<file path="src/rtl/ppi_control_register.sv">
// ---------------------------------------------------------------------------
// ppi_control_register
//
// Control-word register of an 8255-style programmable peripheral interface.
// Captures the control word written to address 3, holds it for the port
// blocks and decodes it into group mode / direction fields. Words with
// DATA[7]=0 are bit-set/reset (BSR) commands for port C. When BSR support is
// built in, they produce a one-cycle pulse and leave the stored word unchanged.
//
// Build option:
//   PPI_CTRL_BSR_EN  defined   -> BSR words decoded into bsr_valid/bit/value
//                    undefined -> BSR words ignored, BSR outputs tied to 0
//
// Parameters:
//   RESET_WORD        control word loaded on reset (mode 0, all ports input)
//
// Ports:
//   clk               system clock, rising edge
//   rst_n             asynchronous active-low reset
//   A[1:0]            register select, 2'b11 = control register
//   WRITE             write strobe, active-low
//   READ              read strobe, active-low
//   DATA[7:0]         CPU data bus
//   Control_Register  currently held control word
//   grp_a_mode[1:0]   group A mode      (Control_Register[6:5])
//   port_a_in         port A input      (Control_Register[4])
//   port_cu_in        PC7..4 input      (Control_Register[3])
//   grp_b_mode        group B mode      (Control_Register[2])
//   port_b_in         port B input      (Control_Register[1])
//   port_cl_in        PC3..0 input      (Control_Register[0])
//   bsr_valid         one-cycle pulse per accepted BSR word
//   bsr_bit[2:0]      port C bit index of the last BSR word
//   bsr_value         set (1) / reset (0) of the last BSR word
//
// Bus handshake: a write is taken on the first rising clk edge at which
// A==3, WRITE is low and READ is high. Holding that condition produces no
// further writes; it must drop for at least one clk before another write.
// ---------------------------------------------------------------------------
module ppi_control_register #(
    parameter logic [7:0] RESET_WORD = 8'h9B
) (
    input  logic       clk,
    input  logic       rst_n,
    input  logic [1:0] A,
    input  logic       WRITE,
    input  logic       READ,
    input  logic [7:0] DATA,
    output logic [7:0] Control_Register,
    output logic [1:0] grp_a_mode,
    output logic       port_a_in,
    output logic       port_cu_in,
    output logic       grp_b_mode,
    output logic       port_b_in,
    output logic       port_cl_in,
    output logic       bsr_valid,
    output logic [2:0] bsr_bit,
    output logic       bsr_value
);

    logic [7:0] r_ctrl;
    logic       r_wr_sel_d;
    logic       w_wr_sel;
    logic       w_accept;

    // Both strobes low is an illegal bus state: READ must be high to write.
    assign w_wr_sel = (A == 2'b11) && !WRITE && READ;

    // Edge detect on the select: only the first clk edge of a strobe counts.
    assign w_accept = w_wr_sel && !r_wr_sel_d;

    always_ff @(posedge clk or negedge rst_n) begin
        if (!rst_n) begin
            r_wr_sel_d <= 1'b0;
        end else begin
            r_wr_sel_d <= w_wr_sel;
        end
    end

    // Mode-set words (DATA[7]=1) replace the held control word.
    always_ff @(posedge clk or negedge rst_n) begin
        if (!rst_n) begin
            r_ctrl <= RESET_WORD;
        end else if (w_accept && DATA[7]) begin
            r_ctrl <= DATA;
        end
    end

`ifdef PPI_CTRL_BSR_EN
    logic       r_bsr_valid;
    logic [2:0] r_bsr_bit;
    logic       r_bsr_value;

    // BSR words pulse bsr_valid for one cycle; bit/value hold until the
    // next BSR word. DATA[6:4] carry no meaning in a BSR word.
    always_ff @(posedge clk or negedge rst_n) begin
        if (!rst_n) begin
            r_bsr_valid <= 1'b0;
            r_bsr_bit   <= 3'd0;
            r_bsr_value <= 1'b0;
        end else begin
            r_bsr_valid <= 1'b0;
            if (w_accept && !DATA[7]) begin
                r_bsr_valid <= 1'b1;
                r_bsr_bit   <= DATA[3:1];
                r_bsr_value <= DATA[0];
            end
        end
    end

    assign bsr_valid = r_bsr_valid;
    assign bsr_bit   = r_bsr_bit;
    assign bsr_value = r_bsr_value;
`else
    assign bsr_valid = 1'b0;
    assign bsr_bit   = 3'd0;
    assign bsr_value = 1'b0;
`endif

    assign Control_Register = r_ctrl;
    assign grp_a_mode       = r_ctrl[6:5];
    assign port_a_in        = r_ctrl[4];
    assign port_cu_in       = r_ctrl[3];
    assign grp_b_mode       = r_ctrl[2];
    assign port_b_in        = r_ctrl[1];
    assign port_cl_in       = r_ctrl[0];

endmodule

</file>
<file path="config.mk">
export PLATFORM = sky130hd
export DESIGN_NAME = ppi_control_register
export DESIGN_NICKNAME = d
export VERILOG_FILES = /design/src/rtl/ppi_control_register.sv
export SDC_FILE = /design/constraint.sdc
export NUM_CORES = 1
export LEC_CHECK = 0
export CAP_MARGIN = 20
export CORE_UTILIZATION = 25
export CTS_BUF_LIST = sky130_fd_sc_hd__clkbuf_4 sky130_fd_sc_hd__clkbuf_8
export DETAILED_ROUTE_END_ITERATION = 6
export GPL_ROUTABILITY_DRIVEN = 1
export SETUP_SLACK_MARGIN = 0.02
export SLEW_MARGIN = 20
export SYNTH_ARGS = -nofsm -noshare
export SYNTH_HDL_FRONTEND = slang
export SYNTH_SLANG_ARGS = --single-unit
</file>
<file path="constraint.sdc">
create_clock -name clk -period 2.7 [get_ports clk]
set_input_delay 0.54 -clock clk [delete_from_list [all_inputs] [get_ports clk]]
set_output_delay 0.54 -clock clk [all_outputs]
set_load 0.1 [all_outputs]
</file>
==> results of run 1 <==
-- layer usage --
metal | up-vias | wire length, um
met4 | 0 | 0
met2 | 18 | 361
met3 | 0 | 65
li1 | 136 | -
met5 | - | 0
met1 | 132 | 306
-- registers in the layout, indices dropped and copies added (netlist names) --
register          count
Control_Register      8
r_wr_sel_d            1
-- final timing paths --
path                                                 startpoint                         endpoint  slack (ps)  cells past startpoint
worst max-delay path                                       A[1]  Control_Register[5]$_DFFE_PN0P_         840                      4
worst min-delay path            Control_Register[6]$_DFFE_PN0P_  Control_Register[6]$_DFFE_PN0P_         540                      1
worst max register to register             r_wr_sel_d$_DFF_PN0_  Control_Register[5]$_DFFE_PN0P_        1380                      2
worst min register to register  Control_Register[6]$_DFFE_PN0P_  Control_Register[6]$_DFFE_PN0P_         540                      1
max in group asynchronous                                 rst_n  Control_Register[4]$_DFFE_PN1P_        1800                      1
min in group asynchronous                                 rst_n  Control_Register[6]$_DFFE_PN0P_         580                      1
-- cell families after synthesis --
group         share of synthesized area (%)
buf+inv                                21.7
flops                                  49.6
mux                                    22.5
other cells                           0.804
simple gates                           5.36
-- cells in the mapped netlist --
cell     instances  area share (%)
buf_4           12              19
mux2_4           7              23
dfstp_2          5              28
dfrtp_1          4              21
and3b_1          1             1.9
and4b_1          1             2.1
buf_6            1             2.4
conb_1           1            0.80
or2_2            1             1.3
-- worst max-delay path: stages --
cell and delay (ps):
clkdlybuf4s50_1 450, and4b_1 200, and3b_1 470, mux2_4 340
-- per-stage QoR --
| stage | setup WS [ps] | area, sq um | hold WS, ps | utilization [%] |
|---|---|---|---|---|
| 2_1_floorplan | 820 | 482 | 244 | - |
| 4_1_cts | 820 | 684 | 553 | 39.2 |
| 6_report | 841 | 684 | 543 | 39.2 |
| 3_5_place_dp | 537 | 654 | 535 | 37.5 |
| 3_3_place_gp | 575 | 654 | 525 | 37.5 |
| 5_1_grt | 752 | 684 | 572 | 39.2 |
-- layout make-up --
class	count	area [sq um]	area share, %
Clock buffer	4	30.0	4.39
Multi-Input combinational cell	15	149	21.8
Sequential cell	9	231	33.8
Tap cell	25	31.3	4.57
Timing Repair Buffer	28	243	35.5
==> results.toml, run 1 <==
[floorplan]
floorplan.initialDensity_pct = 26.7
coreArea_sq_um = 1750
dieArea_sq_um = 2040
core.rowCount = 15
io-pin-count = 34
die_w_um = 45.2
die_y_um = 45.2

[synthesis]
yosysSeqAreaShare_pct = 49.6
syn_area_sq_um = 467
synth.distinct_cells = 9
synth_warnings = 0
synth-seq-cells = 9
syn_inst = 33
avgSynthCellArea_sq_um = 14.1

[worst_setup_path]
cp.arrival_ps = 2000
critPathCaptureType = "flip-flop"
setup.worst_path.class = "in -> reg"
crit_fanout = 8
crit_required_ps = 2840
crit_path_start_kind = "input pin"

[cells_and_area]
nFillCells = 189
final_cell_mix = "15 x buf_4, 13 x clkdlybuf4s50_1, 7 x mux2_4"
fin_cells = 81
antenna_cells = 0
area.growth.synth_to_final_pct = 46.6
layout.cells.most_common = "buf_4"
finalNetCount = 71
drive_gt1_share_pct = 57.1

[sta]
rsz0062_at_grt = "false"
hold_viol_final = 0
fin_worst_skew_ps = 2.26
slew_violations = 0
fin_crit_sh_pct = 68.9
finalSetupViolCount = 0
fin_tns_setup_ps = 0
max_freq_mhz = 538
min_period_ps = 1860

[global_route]
grt_max_degree = 10
grt_pass1_wl_mm = 1.12
grt_pass1_vias = 272
grtUsageMet3_pct = 6.40
busiest_layer = "met2"
grt_usage_pct = 8.26
antenna_found_initial = 0
met1_usage_pct = 8.93
grt_overflow = 0
grt_use_met2_pct = 11.9

[clock_network]
root_buffer = "clkbuf_4"
post_cts_buffers = 0
insertion_delay_ps = 250
cts-htree-levels = 1
cts_resized = 0
cts_made_buffers = 3
cts_hold_buf = 0
cts_tree = "yes"
clock-sinks = 9
cts_max_path_buffers = 2
clk_pin_slew_ps = 60

[placement]
dp_cells = 77
detailed_place_hpwl_um = 580
routabilityCongestion = 0.553
io_buffers = 28

[flow_run]
maxCapViolCount = 0

[route]
num_vias = 286
first_pass_iters = 2
wl_um = 733
wire_per_inst_um = 9.05
via_per_inst = 3.53
drt_iter0_drc = 1
route.detailed.drc = 0
ant_nets = 0

[outcome]
outcome = "complete, no violations"

[hold_path]
hold_path_class = "reg -> reg"
Power of run 1 is not shown: default switching activity piles up to over one toggle a cycle in this logic, so the estimate is an artifact.
==> run 2: changes to the inputs <==
clock period = 1.65 ns   (was 2.7 ns; I/O delays follow)
==> run 2 against run 1 <==
Non-clock buffer count is 2 higher. Global-route usage is 1.5 points higher. First-iteration DRC count is 100% lower. Critical endpoint is now Control_Register[2]$_DFFE_PN0P_. Highest routed layer unchanged.
==> results.toml, run 2 (same netlist as run 1, synthesis figures left out) <==
[outcome]
outcome = "complete, no violations"

[worst_setup_path]
critPathCaptureType = "flip-flop"
slowest_stage = "clkdlybuf4s50_1"
path_delay_family = "buffers and inverters"
cp_slowest_stage_delay_ps = 450
crit_required_ps = 1780
crit_fanout = 4
cp.arrival_ps = 1640
crit_path_start_kind = "input pin"
critPathBufInv = 2
path_cells = "clkdlybuf4s50_1, and4b_1, and3b_1, buf_12, mux2_4"
setup.worst_path.class = "in -> reg"

[route]
wl_um = 793
ant_nets = 0
num_vias = 308
wire_per_inst_um = 9.55
drt_iter0_drc = 0
first_pass_iters = 1
route.detailed.drc = 0
via_per_inst = 3.71

[power]
switchingPower_w = 0.000916
internal_power_w = 0.000822
peakVddDrop_uv = 1030
power_density_nw_per_um2 = 1920
p_total_w = 0.00174
power_frac_seq_pct = 21.7
leakage_nw = 0.398
power_frac_comb_pct = 67.9
swShare_pct = 52.7
clockPowerShare_pct = 10.4

[sta]
hold_viol_final = 0
min_period_ps = 1510
fin_crit_sh_pct = 91.3
finalSetupViolCount = 0
rsz0062_at_grt = "false"
whs_ps = 373
fin_worst_skew_ps = 0.647
max_freq_mhz = 664
slew_violations = 0

[cells_and_area]
layout.cells.most_common = "buf_12"
antenna_cells = 0
layout.area.seq_sq_um = 235
largest_reg_flops = 8
multiInputGateArea_sq_um = 149
fin_cells = 83
drive_gt1_share_pct = 63.8
nFillCells = 152
final_cell_mix = "16 x buf_12, 13 x clkdlybuf4s50_1, 7 x mux2_4"
finalNetCount = 73
area.growth.synth_to_final_pct = 93.6

[placement]
detailed_place_hpwl_um = 670
routabilityCongestion = 0.630
dp_cells = 79
io_buffers = 28

[clock_network]
root_buffer = "clkbuf_4"
cts-htree-levels = 1
cts_made_buffers = 3
cts_tree = "yes"
cts_hold_buf = 0
insertion_delay_ps = 250
cts_resized = 0
clk_pin_slew_ps = 60
clock-sinks = 9
post_cts_buffers = 0
cts_max_path_buffers = 2

[floorplan]
die_y_um = 45.2
die_w_um = 45.2
coreArea_sq_um = 1750
io-pin-count = 34
core.rowCount = 15
floorplan.initialDensity_pct = 26.7
dieArea_sq_um = 2040

[hold_path]
hold_path_class = "in -> async"

[global_route]
antenna_found_initial = 0
grt_usage_pct = 9.77
grt_pass1_wl_mm = 1.35
grt_overflow = 0
grt_pass1_vias = 302
grt_max_degree = 10

[flow_run]
maxCapViolCount = 0
## run 2: cell count changes in the layout (fill, tap and decap cells not counted)
| cell | before | now |
|---|---|---|
| buf_4 | 15 | 1 |
| dfrtp_2 | 0 | 3 |
| dfrtp_1 | 4 | 1 |
| buf_12 | 0 | 16 |
## run 2: worst reg2reg max path: stages (launching register included)
cell and delay, ps:
dfrtp_1 360, and3b_1 280, buf_12 130, mux2_4 290
## run 2: path summary, 6_finish.rpt
kind / cells past startpoint / start / to / slack, ps
worst max-delay path: 5 / A[1] / Control_Register[2]$_DFFE_PN0P_ / 140
worst min-delay path: 1 / rst_n / r_wr_sel_d$_DFF_PN0_ / 370
worst max register to register: 3 / r_wr_sel_d$_DFF_PN0_ / Control_Register[2]$_DFFE_PN0P_ / 480
worst min register to register: 1 / Control_Register[6]$_DFFE_PN0P_ / Control_Register[6]$_DFFE_PN0P_ / 610
max in group asynchronous: 1 / rst_n / Control_Register[3]$_DFFE_PN1P_ / 960
min in group clk: 1 / Control_Register[6]$_DFFE_PN0P_ / Control_Register[6]$_DFFE_PN0P_ / 610
## run 2: final cells by class
cell class,instances,area share (%)
timing repair buffer,30,50.7
sequential,9,26.0
multi-input combinational,15,16.5
tap,25,3.46
clock buffer,4,3.32
## run 2: stage by stage
| step | cell area [sq um] | setup WS (ps) | util [%] | TNS (ps) |
|---|---|---|---|---|
| final | 903 | 144 | 51.8 | 0 |
| after global routing | 903 | 101 | 51.8 | 0 |
| after CTS | 903 | 145 | 51.8 | 0 |
| after detailed placement | 873 | -116 | 50.0 | -802 |
| after global placement | 873 | -95.2 | 50.0 | -629 |
| after floorplan | 485 | 93.6 | - | 0 |
## run 2: metal layers
| metal | up-vias | track usage, % | part of all wire, % |
|---|---|---|---|
| met5 | - | 0 | 0 |
| met4 | 0 | 5.45 | 0 |
| met3 | 0 | 4.40 | 8.8 |
| met2 | 22 | 13.6 | 47 |
| met1 | 144 | 12.4 | 44 |
| li1 | 142 | - | - |
## run 2: power by group through the flow
stage / Sequential (W) / Combinational, W / Clock [W]
after floorplan: 0.000677 / 0.000501 / 0
after global placement: 0.000381 / 0.00118 / 0
after detailed placement: 0.000382 / 0.00118 / 0
after CTS: 0.000380 / 0.00119 / 0.000191
after global routing: 0.000386 / 0.00121 / 0.000205
final: 0.000378 / 0.00118 / 0.000181
Note: power is estimated with default switching activity, not from simulation.
==> run 3: changes to the inputs <==
CTS_BUF_LIST = default   (was sky130_fd_sc_hd__clkbuf_4 sky130_fd_sc_hd__clkbuf_8)
clock period = 1.7 ns   (was 1.65 ns; I/O delays follow)
==> run 3 against run 2 <==
Critical path type unchanged. Clock power fell by 12%. Critical endpoint is now Control_Register[6]$_DFFE_PN0P_. Total power fell by 4.3%. Flip-flop and latch count did not move.
==> results.toml, run 3 (same netlist as run 1, synthesis figures left out) <==
[outcome]
outcome = "complete, no violations"

[sta]
max_freq_mhz = 657
finalSetupViolCount = 0
whs_ps = 377
worst_slack_ps = 179
slew_violations = 0
fin_worst_skew_ps = 3.15
hold_viol_final = 0
fin_crit_sh_pct = 89.5
rsz0062_at_grt = "false"
min_period_ps = 1520

[global_route]
antenna_found_initial = 0
grt_usage_pct = 9.62
grt_max_degree = 10
grt_pass1_vias = 286
grt_pass1_wl_mm = 1.32
grt_overflow = 0

[floorplan]
floorplan.initialDensity_pct = 26.7
core.rowCount = 15
coreArea_sq_um = 1750
dieArea_sq_um = 2040
die_y_um = 45.2
die_w_um = 45.2
io-pin-count = 34

[worst_setup_path]
crit_fanout = 8
critPathCaptureType = "flip-flop"
crit_required_ps = 1840
crit_path_start_kind = "input pin"
setup.worst_path.class = "in -> reg"
cp.arrival_ps = 1660

[route]
drt_iter0_drc = 0
wire_per_inst_um = 9.67
num_vias = 298
via_per_inst = 3.68
wl_um = 783
route.detailed.drc = 0
first_pass_iters = 1
ant_nets = 0

[power]
peakVddDrop_uv = 724
leakage_nw = 0.384
power_density_nw_per_um2 = 1910

[clock_network]
root_buffer = "clkbuf_4"
cts_max_path_buffers = 2
cts-htree-levels = 1
insertion_delay_ps = 250
cts_made_buffers = 3
post_cts_buffers = 0
clk_pin_slew_ps = 60
cts_resized = 0
cts_hold_buf = 0
clock-sinks = 9
cts_tree = "yes"

[cells_and_area]
final_cell_mix = "15 x buf_12, 13 x clkdlybuf4s50_1, 7 x mux2_4"
drive_gt1_share_pct = 57.1
largest_reg_flops = 8
antenna_cells = 0
nFillCells = 170
area.growth.synth_to_final_pct = 86.3
finalNetCount = 71
layout.cells.most_common = "buf_12"

[flow_run]
maxCapViolCount = 0

[placement]
dp_slack_ps = -274
routabilityCongestion = 0.572
io_buffers = 28

[hold_path]
hold_path_class = "in -> async"
## run 3: cell types whose count changed in the layout (fill, tap and decap cells not counted), sizes merged
cell / change
buf: -2
## run 3: per-stage QoR
| stage | TNS [ps] | area, sq um | cells | total power (W) | util (%) |
|---|---|---|---|---|---|
| floorplan | 0 | 482 | 37 | 0.00114 | - |
| global placement | -1230 | 842 | 77 | 0.00151 | 48.2 |
| detailed placement | -1840 | 842 | 77 | 0.00151 | 48.2 |
| CTS | 0 | 868 | 81 | 0.00168 | 49.7 |
| global route | 0 | 870 | 81 | 0.00171 | 49.8 |
| finish | 0 | 870 | 81 | 0.00166 | 49.8 |
## run 3: routing by layer
| layer | part of all wire, % | vias up | GRT usage [%] | wire, um |
|---|---|---|---|---|
| li1 | - | 135 | - | - |
| met1 | 37 | 145 | 11.3 | 291 |
| met2 | 53 | 18 | 13.6 | 414 |
| met3 | 9.8 | 0 | 4.40 | 77 |
| met4 | 0 | 0 | 7.27 | 0 |
| met5 | 0 | - | 0 | 0 |
## run 3: report_power, final
group / internal [W] / leakage, nW / total [W] / switching, W
sequential: 0.000282 / 0.103 / 0.000364 / 0.0000817
combinational: 0.000403 / 0.266 / 0.00114 / 0.000738
clock: 0.0000901 / 0.0150 / 0.000159 / 0.0000692
## run 3: layout make-up
class	instances	area (sq um)	share of cell area, %
sequential	9	231	26.6
timing repair buffer	28	430	49.5
clock buffer	4	26.3	3.02
multi-input combinational	15	150	17.3
tap	25	31.3	3.60
## run 3: worst paths after layout
check                                                 from                         endpoint  slack [ps]  cells past startpoint
min                                                  rst_n  Control_Register[6]$_DFFE_PN0P_         380                      1
min in group clk           Control_Register[5]$_DFFE_PN0P_  Control_Register[5]$_DFFE_PN0P_         670                      1
min reg2reg                Control_Register[5]$_DFFE_PN0P_  Control_Register[5]$_DFFE_PN0P_         670                      1
max in group asynchronous                            rst_n  Control_Register[1]$_DFFE_PN1P_        1000                      1
max                                                   A[1]  Control_Register[6]$_DFFE_PN0P_         180                      4
max reg2reg                           r_wr_sel_d$_DFF_PN0_  Control_Register[6]$_DFFE_PN0P_         520                      2
## run 3: worst max-delay path: stages
cell             delay (ps)
clkdlybuf4s50_1         450
and4b_1                 200
and3b_2                 350
mux2_4                  320
